$ cat src/rtl/wb_dac_channel_pkg.sv
// Shared definitions for the DAC playback channel.
// Control-register bit positions match the per-channel control register
// used by the capture channels under the same WB DSP slave.
// Fetch FSM encodings are kept as plain constants for compatibility with
// existing register dumps.
package wb_dac_channel_pkg;

    // Control register bit positions
    localparam int CONTROL_REG_CHANNEL_ENABLE = 0;
    localparam int CONTROL_REG_SIGNED_DATA    = 1;

    // Fetch FSM states
    localparam logic [1:0] ST_IDLE = 2'd0;
    localparam logic [1:0] ST_REQ  = 2'd1;
    localparam logic [1:0] ST_XFER = 2'd2;

endpackage

$ cat src/rtl/dac_data_disaggregation.sv
// Splits FIFO words into DAC samples, LSB sample first, one per strobe.
// Ports:
//   i_clk, i_rst_n   clock, asynchronous active-low reset
//   i_flush          drop the held word and any load in flight, clear underflow
//   i_enable         channel enable; strobes are ignored while low
//   i_signed         samples are two's complement (converted to offset binary)
//   i_fifo_empty     FIFO has no word
//   i_fifo_data      FIFO registered read data (valid the cycle after a pop)
//   o_fifo_pop       pop one word from the FIFO
//   i_ready          DAC strobe, consumes one sample
//   o_data, o_valid  sample output and its one-cycle update pulse
//   o_underflow      sticky: strobe arrived with no sample held
module dac_data_disaggregation #(
    parameter int dw             = 32,
    parameter int DAC_DATA_WIDTH = 8
) (
    input  logic                      i_clk,
    input  logic                      i_rst_n,
    input  logic                      i_flush,
    input  logic                      i_enable,
    input  logic                      i_signed,
    input  logic                      i_fifo_empty,
    input  logic [dw-1:0]             i_fifo_data,
    output logic                      o_fifo_pop,
    input  logic                      i_ready,
    output logic [DAC_DATA_WIDTH-1:0] o_data,
    output logic                      o_valid,
    output logic                      o_underflow
);
    localparam int SPW = dw / DAC_DATA_WIDTH;
    localparam int IW  = (SPW > 1) ? $clog2(SPW) : 1;

    logic [dw-1:0]             r_word;
    logic [IW-1:0]             r_idx;
    logic                      r_full;
    logic                      r_pending;
    logic [DAC_DATA_WIDTH-1:0] r_data;
    logic                      r_valid;
    logic                      r_underflow;

    logic                      w_take;
    logic                      w_last;
    logic [DAC_DATA_WIDTH-1:0] w_sample;
    logic [DAC_DATA_WIDTH-1:0] w_conv;

    assign w_take   = i_enable & i_ready & r_full;
    assign w_last   = (r_idx == IW'(SPW - 1));
    assign w_sample = r_word[int'(r_idx)*DAC_DATA_WIDTH +: DAC_DATA_WIDTH];
    // Inverting the MSB maps two's complement onto offset binary.
    assign w_conv   = w_sample ^ {i_signed, {(DAC_DATA_WIDTH-1){1'b0}}};

    // Pop while the last sample is being consumed so the next word arrives
    // without a bubble; a load in flight blocks a second pop. r_full is never
    // set while r_pending, so load and take cannot collide.
    assign o_fifo_pop = i_enable & ~i_fifo_empty & ~r_pending &
                        (~r_full | (w_take & w_last));

    assign o_data      = r_data;
    assign o_valid     = r_valid;
    assign o_underflow = r_underflow;

    always_ff @(posedge i_clk or negedge i_rst_n) begin
        if (!i_rst_n) begin
            r_word      <= '0;
            r_idx       <= '0;
            r_full      <= 1'b0;
            r_pending   <= 1'b0;
            r_data      <= '0;
            r_valid     <= 1'b0;
            r_underflow <= 1'b0;
        end else begin
            r_valid <= 1'b0;
            if (i_flush) begin
                r_idx       <= '0;
                r_full      <= 1'b0;
                r_pending   <= 1'b0;
                r_underflow <= 1'b0;
            end else begin
                r_pending <= o_fifo_pop;
                if (r_pending) begin
                    r_word <= i_fifo_data;
                    r_idx  <= '0;
                    r_full <= 1'b1;
                end else if (w_take) begin
                    r_data  <= w_conv;
                    r_valid <= 1'b1;
                    if (w_last) begin
                        r_idx  <= '0;
                        r_full <= 1'b0;
                    end else begin
                        r_idx <= r_idx + 1'b1;
                    end
                end
                if (i_enable && i_ready && !r_full) begin
                    r_underflow <= 1'b1;
                end
            end
        end
    end
endmodule

$ cat src/rtl/fifo.sv
// Synchronous word FIFO with registered read data and a synchronous flush.
// Ports:
//   i_clk, i_rst_n      clock, asynchronous active-low reset
//   i_flush             empty the FIFO (pointers and count cleared)
//   i_push, i_wr_data   write one word (ignored when full)
//   i_pop               read one word; o_rd_data valid the following cycle
//   o_count             words currently stored (0..DEPTH)
//   o_empty, o_full     status flags
module fifo #(
    parameter int dw    = 32,
    parameter int DEPTH = 16
) (
    input  logic                       i_clk,
    input  logic                       i_rst_n,
    input  logic                       i_flush,
    input  logic                       i_push,
    input  logic [dw-1:0]              i_wr_data,
    input  logic                       i_pop,
    output logic [dw-1:0]              o_rd_data,
    output logic [$clog2(DEPTH):0]     o_count,
    output logic                       o_empty,
    output logic                       o_full
);
    localparam int AW = $clog2(DEPTH);

    logic [dw-1:0]  r_mem [DEPTH];
    logic [AW-1:0]  r_wptr;
    logic [AW-1:0]  r_rptr;
    logic [AW:0]    r_count;
    logic [dw-1:0]  r_rd_data;
    logic           w_do_push;
    logic           w_do_pop;

    assign o_empty   = (r_count == '0);
    assign o_full    = (r_count == (AW+1)'(DEPTH));
    assign o_count   = r_count;
    assign o_rd_data = r_rd_data;

    assign w_do_push = i_push & ~o_full;
    assign w_do_pop  = i_pop & ~o_empty;

    always_ff @(posedge i_clk) begin
        if (w_do_push && !i_flush) begin
            r_mem[r_wptr] <= i_wr_data;
        end
    end

    always_ff @(posedge i_clk or negedge i_rst_n) begin
        if (!i_rst_n) begin
            r_wptr    <= '0;
            r_rptr    <= '0;
            r_count   <= '0;
            r_rd_data <= '0;
        end else if (i_flush) begin
            r_wptr  <= '0;
            r_rptr  <= '0;
            r_count <= '0;
        end else begin
            if (w_do_push) begin
                r_wptr <= r_wptr + 1'b1;
            end
            if (w_do_pop) begin
                r_rd_data <= r_mem[r_rptr];
                r_rptr    <= r_rptr + 1'b1;
            end
            case ({w_do_push, w_do_pop})
                2'b10:   r_count <= r_count + 1'b1;
                2'b01:   r_count <= r_count - 1'b1;
                default: r_count <= r_count;
            endcase
        end
    end
endmodule

$ cat src/rtl/wb_dac_channel.sv
// DAC playback channel: fetches SRAM words in bursts via the request/grant
// arbiter, buffers them in a FIFO and plays them out one sample per strobe.
// Ports:
//   wb_clk, wb_rst                clock, asynchronous active-low reset
//   master_enable, control        global enable; bit0 channel enable, signed-data bit
//   fifo_number_samples_terminal  burst length in words (0 treated as 1)
//   grant                         arbiter grant
//   sram_data_in/sram_data_valid  burst data beats
//   dac_data_ready                DAC sample strobe
//   sram_start                    bus request, held until the burst completes
//   dac_data_out/dac_data_valid   sample (offset binary) and update pulse
//   fifo_empty, underflow         status
module wb_dac_channel
    import wb_dac_channel_pkg::*;
#(
    parameter int dw             = 32,
    parameter int DAC_DATA_WIDTH = 8,
    parameter int FIFO_DEPTH     = 16
) (
    input  logic                          wb_clk,
    input  logic                          wb_rst,
    input  logic                          master_enable,
    input  logic [dw-1:0]                 control,
    input  logic [$clog2(FIFO_DEPTH):0]   fifo_number_samples_terminal,
    input  logic                          grant,
    input  logic [dw-1:0]                 sram_data_in,
    input  logic                          sram_data_valid,
    input  logic                          dac_data_ready,
    output logic                          sram_start,
    output logic [DAC_DATA_WIDTH-1:0]     dac_data_out,
    output logic                          dac_data_valid,
    output logic                          fifo_empty,
    output logic                          underflow
);
    localparam int CW = $clog2(FIFO_DEPTH) + 1;

    logic [1:0]    r_state;
    logic [CW-1:0] r_beat;

    logic          w_enable;
    logic [CW-1:0] w_term;
    logic [CW-1:0] w_free;
    logic [CW-1:0] w_fifo_count;
    logic          w_fifo_full;
    logic          w_push;
    logic          w_pop;
    logic [dw-1:0] w_fifo_rd;
    logic          w_unused;

    assign w_enable = master_enable & control[CONTROL_REG_CHANNEL_ENABLE];
    assign w_term   = (fifo_number_samples_terminal == '0) ? CW'(1)
                                                           : fifo_number_samples_terminal;
    assign w_free   = CW'(FIFO_DEPTH) - w_fifo_count;

    assign sram_start = (r_state == ST_REQ) || (r_state == ST_XFER);
    // Beats arriving while disabled finish the burst but are not stored.
    assign w_push     = (r_state == ST_XFER) & sram_data_valid & w_enable;
    assign w_unused   = ^{control, w_fifo_full};

    always_ff @(posedge wb_clk or negedge wb_rst) begin
        if (!wb_rst) begin
            r_state <= ST_IDLE;
            r_beat  <= '0;
        end else begin
            case (r_state)
                ST_IDLE: begin
                    r_beat <= '0;
                    if (w_enable && (w_free >= w_term)) begin
                        r_state <= ST_REQ;
                    end
                end
                ST_REQ: begin
                    if (!w_enable) begin
                        r_state <= ST_IDLE;
                    end else if (grant) begin
                        r_state <= ST_XFER;
                    end
                end
                ST_XFER: begin
                    if (sram_data_valid) begin
                        if (r_beat == w_term - 1'b1) begin
                            r_state <= ST_IDLE;
                            r_beat  <= '0;
                        end else begin
                            r_beat <= r_beat + 1'b1;
                        end
                    end
                end
                default: r_state <= ST_IDLE;
            endcase
        end
    end

    fifo #(
        .dw    (dw),
        .DEPTH (FIFO_DEPTH)
    ) u_fifo (
        .i_clk     (wb_clk),
        .i_rst_n   (wb_rst),
        .i_flush   (~w_enable),
        .i_push    (w_push),
        .i_wr_data (sram_data_in),
        .i_pop     (w_pop),
        .o_rd_data (w_fifo_rd),
        .o_count   (w_fifo_count),
        .o_empty   (fifo_empty),
        .o_full    (w_fifo_full)
    );

    dac_data_disaggregation #(
        .dw             (dw),
        .DAC_DATA_WIDTH (DAC_DATA_WIDTH)
    ) u_unpack (
        .i_clk        (wb_clk),
        .i_rst_n      (wb_rst),
        .i_flush      (~w_enable),
        .i_enable     (w_enable),
        .i_signed     (control[CONTROL_REG_SIGNED_DATA]),
        .i_fifo_empty (fifo_empty),
        .i_fifo_data  (w_fifo_rd),
        .o_fifo_pop   (w_pop),
        .i_ready      (dac_data_ready),
        .o_data       (dac_data_out),
        .o_valid      (dac_data_valid),
        .o_underflow  (underflow)
    );
endmodule

$ cat config.mk
export PLATFORM = sky130hd
export DESIGN_NAME = wb_dac_channel
export DESIGN_NICKNAME = d
export VERILOG_FILES = /design/src/rtl/wb_dac_channel_pkg.sv /design/src/rtl/dac_data_disaggregation.sv /design/src/rtl/fifo.sv /design/src/rtl/wb_dac_channel.sv
export SDC_FILE = /design/constraint.sdc
export NUM_CORES = 1
export LEC_CHECK = 0
export CORE_UTILIZATION = 45
export CTS_CLUSTER_DIAMETER = 120
export DETAILED_ROUTE_END_ITERATION = 12
export HOLD_SLACK_MARGIN = 0.06
export PLACE_DENSITY = 0.61
export SYNTH_ARGS = -nofsm -noshare
export SYNTH_HDL_FRONTEND = slang
export SYNTH_HIERARCHICAL = 1
export SYNTH_SLANG_ARGS = --single-unit
$ cat constraint.sdc
create_clock -name wb_clk -period 4.7 [get_ports wb_clk]
set_clock_uncertainty 0.05 [all_clocks]
set_input_delay 0.94 -clock wb_clk [delete_from_list [all_inputs] [get_ports wb_clk]]
set_output_delay 0.94 -clock wb_clk [all_outputs]
set_load 0.01 [all_outputs]
# ---- Word level (Yosys, flattened, before mapping)
# Memory sizes are Yosys's and may differ from the RTL's. A register that Yosys moved wholly into a read port is not among the register bits.
# Index checks and enable logic that the tools add are counted.
dict set report totals {
  n_memories 1
  out_inout_bits 12
  register_bits 66
  ram_bits 512
  latchBits 0
  in_bits 75
  elab_cells 106
  rom_bits 0
}
# name words word_bits read_ports rd_ports_with_merged_regs write_ports line_no
set memory_table {}
lappend memory_table {u_fifo.r_mem 16 32 1 1 1 fifo.sv:26} ;# logic [dw-1:0] r_mem [DEPTH];
dict set report classes {
  reduce_logical 17
  div 0
  mux 32
  shift 1
  addsub 8
  bitwise_logic 17
  magnitude_cmp 1
  eq_ne 17
  mul 0
}
# op n
set ops {}
lappend ops {{32-bit by 6-bit variable part select with 8-bit output} 1}
lappend ops {{5-bit 2-to-1 mux} 4}
lappend ops {{5-bit one-hot mux with 2 select lines} 2}
lappend ops {{2-bit 2-to-1 mux} 9}
lappend ops {{4-bit 2-to-1 mux} 4}
lappend ops {{1-bit 2-to-1 mux} 12}
lappend ops {{3-bit inequality test, second input constant} 4}
lappend ops {{1-bit bitwise AND} 11}
lappend ops {{5-bit by 1-bit adder with 5-bit output, second input constant} 2}
lappend ops {{5-bit zero test} 2}
lappend ops {{2-bit inequality test, second input constant} 5}
lappend ops {{5-bit by 1-bit subtractor with 5-bit output, second input constant} 2}
lappend ops {{4-bit by 1-bit adder with 4-bit output, second input constant} 2}
lappend ops {{2-bit AND reduction} 4}
lappend ops {{8-bit XOR} 1}
lappend ops {{2-bit equality test, second input constant} 3}
lappend ops {{2-bit one-hot mux with 3 select lines} 1}
lappend ops {{5-bit equality test} 1}
lappend ops {{5-bit equality test, second input constant} 1}
lappend ops {{5-bit greater-or-equal comparator} 1}
lappend ops {{5-bit subtractor, first input constant} 1}
lappend ops {{2-bit by 1-bit equality test with 1-bit output, second input constant} 2}
lappend ops {{1-bit logical AND} 4}
lappend ops {{1-bit NOT} 4}
lappend ops {{other kinds (9)} 10}

# ---- Longest topological paths before layout
dict set report logic_depth {
  word_depth 10
  depth_mapped 15
  depth_no_buf 13
}

# ---- Hierarchy
# The synthesis kept the hierarchy.
# module n_inst seq_area_each_um2 area_each_um2 cells_each
set by_module_without_submodules {}
lappend by_module_without_submodules {fifo 1 16500.8 21434.3 971}
lappend by_module_without_submodules {dac_data_disaggregation 1 1151.1 1985.7 123}
lappend by_module_without_submodules {wb_dac_channel 1 175.2 868.3 104}

# ---- Least setup slack after synthesis
# No wires, ideal clock.
dict set report synth_path {
  path_kind {input to register}
  startpoint {input port master_enable}
  endpoint {memory u_fifo.r_mem[12][0] (enable)}
  path_stages 7
  n_path_buf 0
  required_ps 4229
  arrival_time_ps 3511
  setup_slack_ps 718
  setup_ps 421
  path_cell_list {nand2_1 -> inv_1 -> and3_1 -> inv_1 -> a21oi_1 -> nand2_1 -> nor2_1}
}
dict set report synth_via {
  elab_chain_cells 6
}
# item line_no
set synth_lines {}
lappend synth_lines {{start, declared} wb_dac_channel.sv:22} ;# input logic master_enable,
lappend synth_lines {{1-bit bitwise AND} wb_dac_channel.sv:50} ;# assign w_enable = master_enable & control[CONTROL_REG_CHANNEL_ENABLE];
lappend synth_lines {{net w_enable} wb_dac_channel.sv:40} ;# logic w_enable;
lappend synth_lines {{1-bit bitwise AND} wb_dac_channel.sv:57} ;# assign w_push = (r_state == ST_XFER) & sram_data_valid & w_enable;
lappend synth_lines {{net w_push} wb_dac_channel.sv:45} ;# logic w_push;
lappend synth_lines {{1-bit bitwise AND} fifo.sv:39} ;# assign w_do_push = i_push & ~o_full;
lappend synth_lines {{1-bit logical AND} fifo.sv:43} ;# if (w_do_push && !i_flush) begin
lappend synth_lines {{1-bit 2-to-1 mux} fifo.sv:43}
lappend synth_lines {{1-bit 2-to-1 mux (not written as such)} fifo.sv:44} ;# r_mem[r_wptr] <= i_wr_data;
lappend synth_lines {{end, declared} fifo.sv:26}
# The timed path passes the listed nets, and every way through them passes these cells.

# ---- Worst setup path in the final report
dict set report layout_path {
  startpoint {register u_fifo.r_count[0] (netlist: u_fifo/o_count[0])}
  endpoint {register u_fifo.r_rd_data[29] (netlist: u_fifo/o_rd_data[29]), read port of u_fifo.r_mem}
}
dict set report layout_via {
  elab_chain_cells 7
}
# item line_no
set layout_lines {}
lappend layout_lines {{start, declared} fifo.sv:29} ;# logic [AW:0] r_count;
lappend layout_lines {{start signal, assigned} fifo.sv:67} ;# 2'b10: r_count <= r_count + 1'b1;
lappend layout_lines {{start signal, assigned} fifo.sv:68} ;# 2'b01: r_count <= r_count - 1'b1;
lappend layout_lines {{start signal, assigned} fifo.sv:69} ;# default: r_count <= r_count;
lappend layout_lines {{5-bit zero test} fifo.sv:34} ;# assign o_empty = (r_count == '0);
lappend layout_lines {{1-bit NOT} dac_data_disaggregation.sv:55} ;# assign o_fifo_pop = i_enable & ~i_fifo_empty & ~r_pending &
lappend layout_lines {{1-bit bitwise AND (3 in series)} dac_data_disaggregation.sv:55}
lappend layout_lines {{net w_pop} wb_dac_channel.sv:46} ;# logic w_pop;
lappend layout_lines {{1-bit bitwise AND} fifo.sv:40} ;# assign w_do_pop = i_pop & ~o_empty;
lappend layout_lines {{2-bit AND reduction (no line)} -}
lappend layout_lines {{end, declared} fifo.sv:30} ;# logic [dw-1:0] r_rd_data;
# The timed path passes the listed nets, and every way through them passes these cells.
# A chain may end at the register's enable or synchronous reset.

==> results.md <==
- Status: completed
- Fmax: 266 MHz
- Setup tns final: 0 ps
- Total global routing overflow: 0
- Power, Total: 0.0110 W
- CTS clk-pin slew, worst paths: 60 ps
- Initial Utilization: 0.458
- Gate Count Post-Synth: 1197
- Switching share of power: 0.202
- Time the worst path needs with I/O delays and setup: 3750 ps
- Initial drt markers: 869
- Worst-Margin Slew: 1090 ps
- CTS resizes: 0
- Via density: 5.77
- Final Setup Violations: 0
- CTS Buf Count: 60
- Power per cell area: 393 nW/um^2
- Cells on worst reg2reg path: 10
- Placer congestion estimate: 0.747
- Final wirelength: 52000 um
- Final Hold Viols: 0
- Number of I/O port buffers: 56
- Relative slew slack: 0.272
- Fin. max-slew vios: 0
- Peak supply drop: 0.340 mV
- Synth Area per Inst: 20.3 um^2
- Net Switching: 0.00222 W
- CTS Buffer Depth: 3
- Worst-path maximum fanout: 32
- Crit end category: flip-flop
- DIE AREA: 54900 um^2
- Worst skew pair latency: 620 ps
- TritonCTS clock tree: done
- Setup crit start: u_fifo/o_count[0]
- Final Cell Area: 28000 um^2
- Diodes inserted: 0
- Largest net degree at the start of global routing: 69
- Root Driver: clkbuf_16
- R2R Path End: u_fifo/o_rd_data[29]
- Vias post-DR: 11700
- H-tree levels: 2
- Period utilization: 0.799
- WL per Instance: 25.7 um
- Syn Nets: 1292
- Initial antenna violation count: 1
- Int Power: 0.00879 W
- Die Y: 234 um
- RSZ-0062 raised after global routing: false
- Sequential cell area: 17800 um^2
- Hold_buf cts: 0
- Reg2reg setup slack: 950 ps
- Critical path arrival: 4150 ps
- Vias in the first global route: 11900
- Max cap viols: 0
- Standard-cell rows: 84
- Drt pass-1 iters: 5
- Total I/O pin count: 87
- Launching point of the worst reg2reg path: u_fifo/o_count[0]
- Post-Syn Area: 24300 um^2
- Hpwl dp: 28300 um
- Setup CP Type: reg -> reg
- Layout cells sized above 1: 0.257
- Post-DP Area: 26000 um^2
- First-pass GRT wire length: 77600 um
- Yosys Warn Count: 6
- GRT Overall Usage: 0.197
- Sequential Power Share: 0.534
- Fillers: 4156
- Req. time, crit path: 5090 ps
- Net count, final: 1380
- Hold WC Path Type: in -> async
- DR DRC count: 0
- Clock power frac: 0.444
- Core area: 53000 um^2
- Leak Pwr: 9.13 nW
- Final ANT Viol Nets: 0
- Startpoint Class: flip-flop
- Die width: 234 um
- CTS sink cnt: 610
- Post-CTS setup buffers: 0
- Synth-to-Final Area Change: 15.3%
- Combinational share of power: 0.022
- Area occupied by multi-input gates: 6190 um^2
[critical path: stages, from the launching register on]
cell and delay [ps]:
dfrtp_1 460, or4_1 740, nor2_1 260, nor2_1 60
nand2_1 90, a21oi_1 40, buf_4 170, nor2b_1 160
o21ai_4 300, or2_2 970, o221ai_1 270
[cells in the final DEF (no fill, tap or decap), types with 9 or more instances in the layout]
master,instances
mux2i_1,71
o221ai_1,21
clkinv_2,11
mux4_2,129
buf_4,14
nand2_1,44
edfxtp_1,512
nand3_1,11
inv_1,22
mux2_2,41
buf_12,17
ha_1,19
nor2_1,29
clkbuf_1,9
clkdlybuf4s50_1,55
clkbuf_16,61
nor2_4,16
o221ai_2,11
dfrtp_1,95
[layout make-up]
cell class / count / share of cell area
clock buffer: 77 / 0.0592
inverter: 22 / 0.00295
clock inverter: 36 / 0.0137
timing repair buffer: 86 / 0.0356
multi-input combinational: 505 / 0.221
sequential: 610 / 0.637
tap: 688 / 0.0307
[metal layers]
metal | up-vias | share of wire | global-route usage
met1 | 6220 | 0.45 | 0.282
li1 | 5086 | - | -
met5 | - | 0.00025 | 0
met3 | 73 | 0.053 | 0.0373
met4 | 2 | 0.017 | 0.0450
met2 | 290 | 0.48 | 0.314
[power groups by stage]
stage	registers (W)	clock network [W]	logic, W
global placement	0.00600	0	0.000231
global route	0.00588	0.00521	0.000270
CTS	0.00589	0.00500	0.000243
finish	0.00589	0.00489	0.000240
floorplan	0.00600	0	0.0000910
detailed placement	0.00600	0	0.000243
[state kept, by name, indices dropped and copies added (netlist names)]
register	flops
r_beat	5
r_state	2
u_fifo/o_count	5
u_fifo/o_rd_data	32
u_fifo/r_mem	512
u_fifo/r_rptr	4
u_fifo/r_wptr	4
u_unpack/o_data	8
u_unpack/o_underflow	1
u_unpack/o_valid	1
u_unpack/r_full	1
u_unpack/r_idx	2
u_unpack/r_pending	1
u_unpack/r_word	32
[through the flow]
| stage | util | instances | setup slack (ps) | hold WS [ps] |
|---|---|---|---|---|
| after detailed placement | 0.490 | 1911 | 462 | 421 |
| final | 0.529 | 2024 | 945 | 270 |
| after global routing | 0.529 | 2024 | 721 | 278 |
| after CTS | 0.529 | 2024 | 931 | 258 |
| after floorplan | - | 1197 | 718 | 400 |
| after global placement | 0.490 | 1911 | 484 | 423 |
[worst max-delay path by stage]
| stage | endpoint | slack [ps] |
|---|---|---|
| final | u_fifo/o_rd_data[29] | 950 |
| after global routing | u_fifo/o_rd_data[29] | 720 |
| after CTS | u_fifo/o_rd_data[29] | 930 |
| after detailed placement | u_fifo/r_mem[12][24] | 460 |
| after global placement | u_fifo/r_mem[4][25] | 480 |
| after floorplan | u_fifo/r_mem[12][0] | 720 |
No activity file was read; power rests on OpenSTA's default activity.
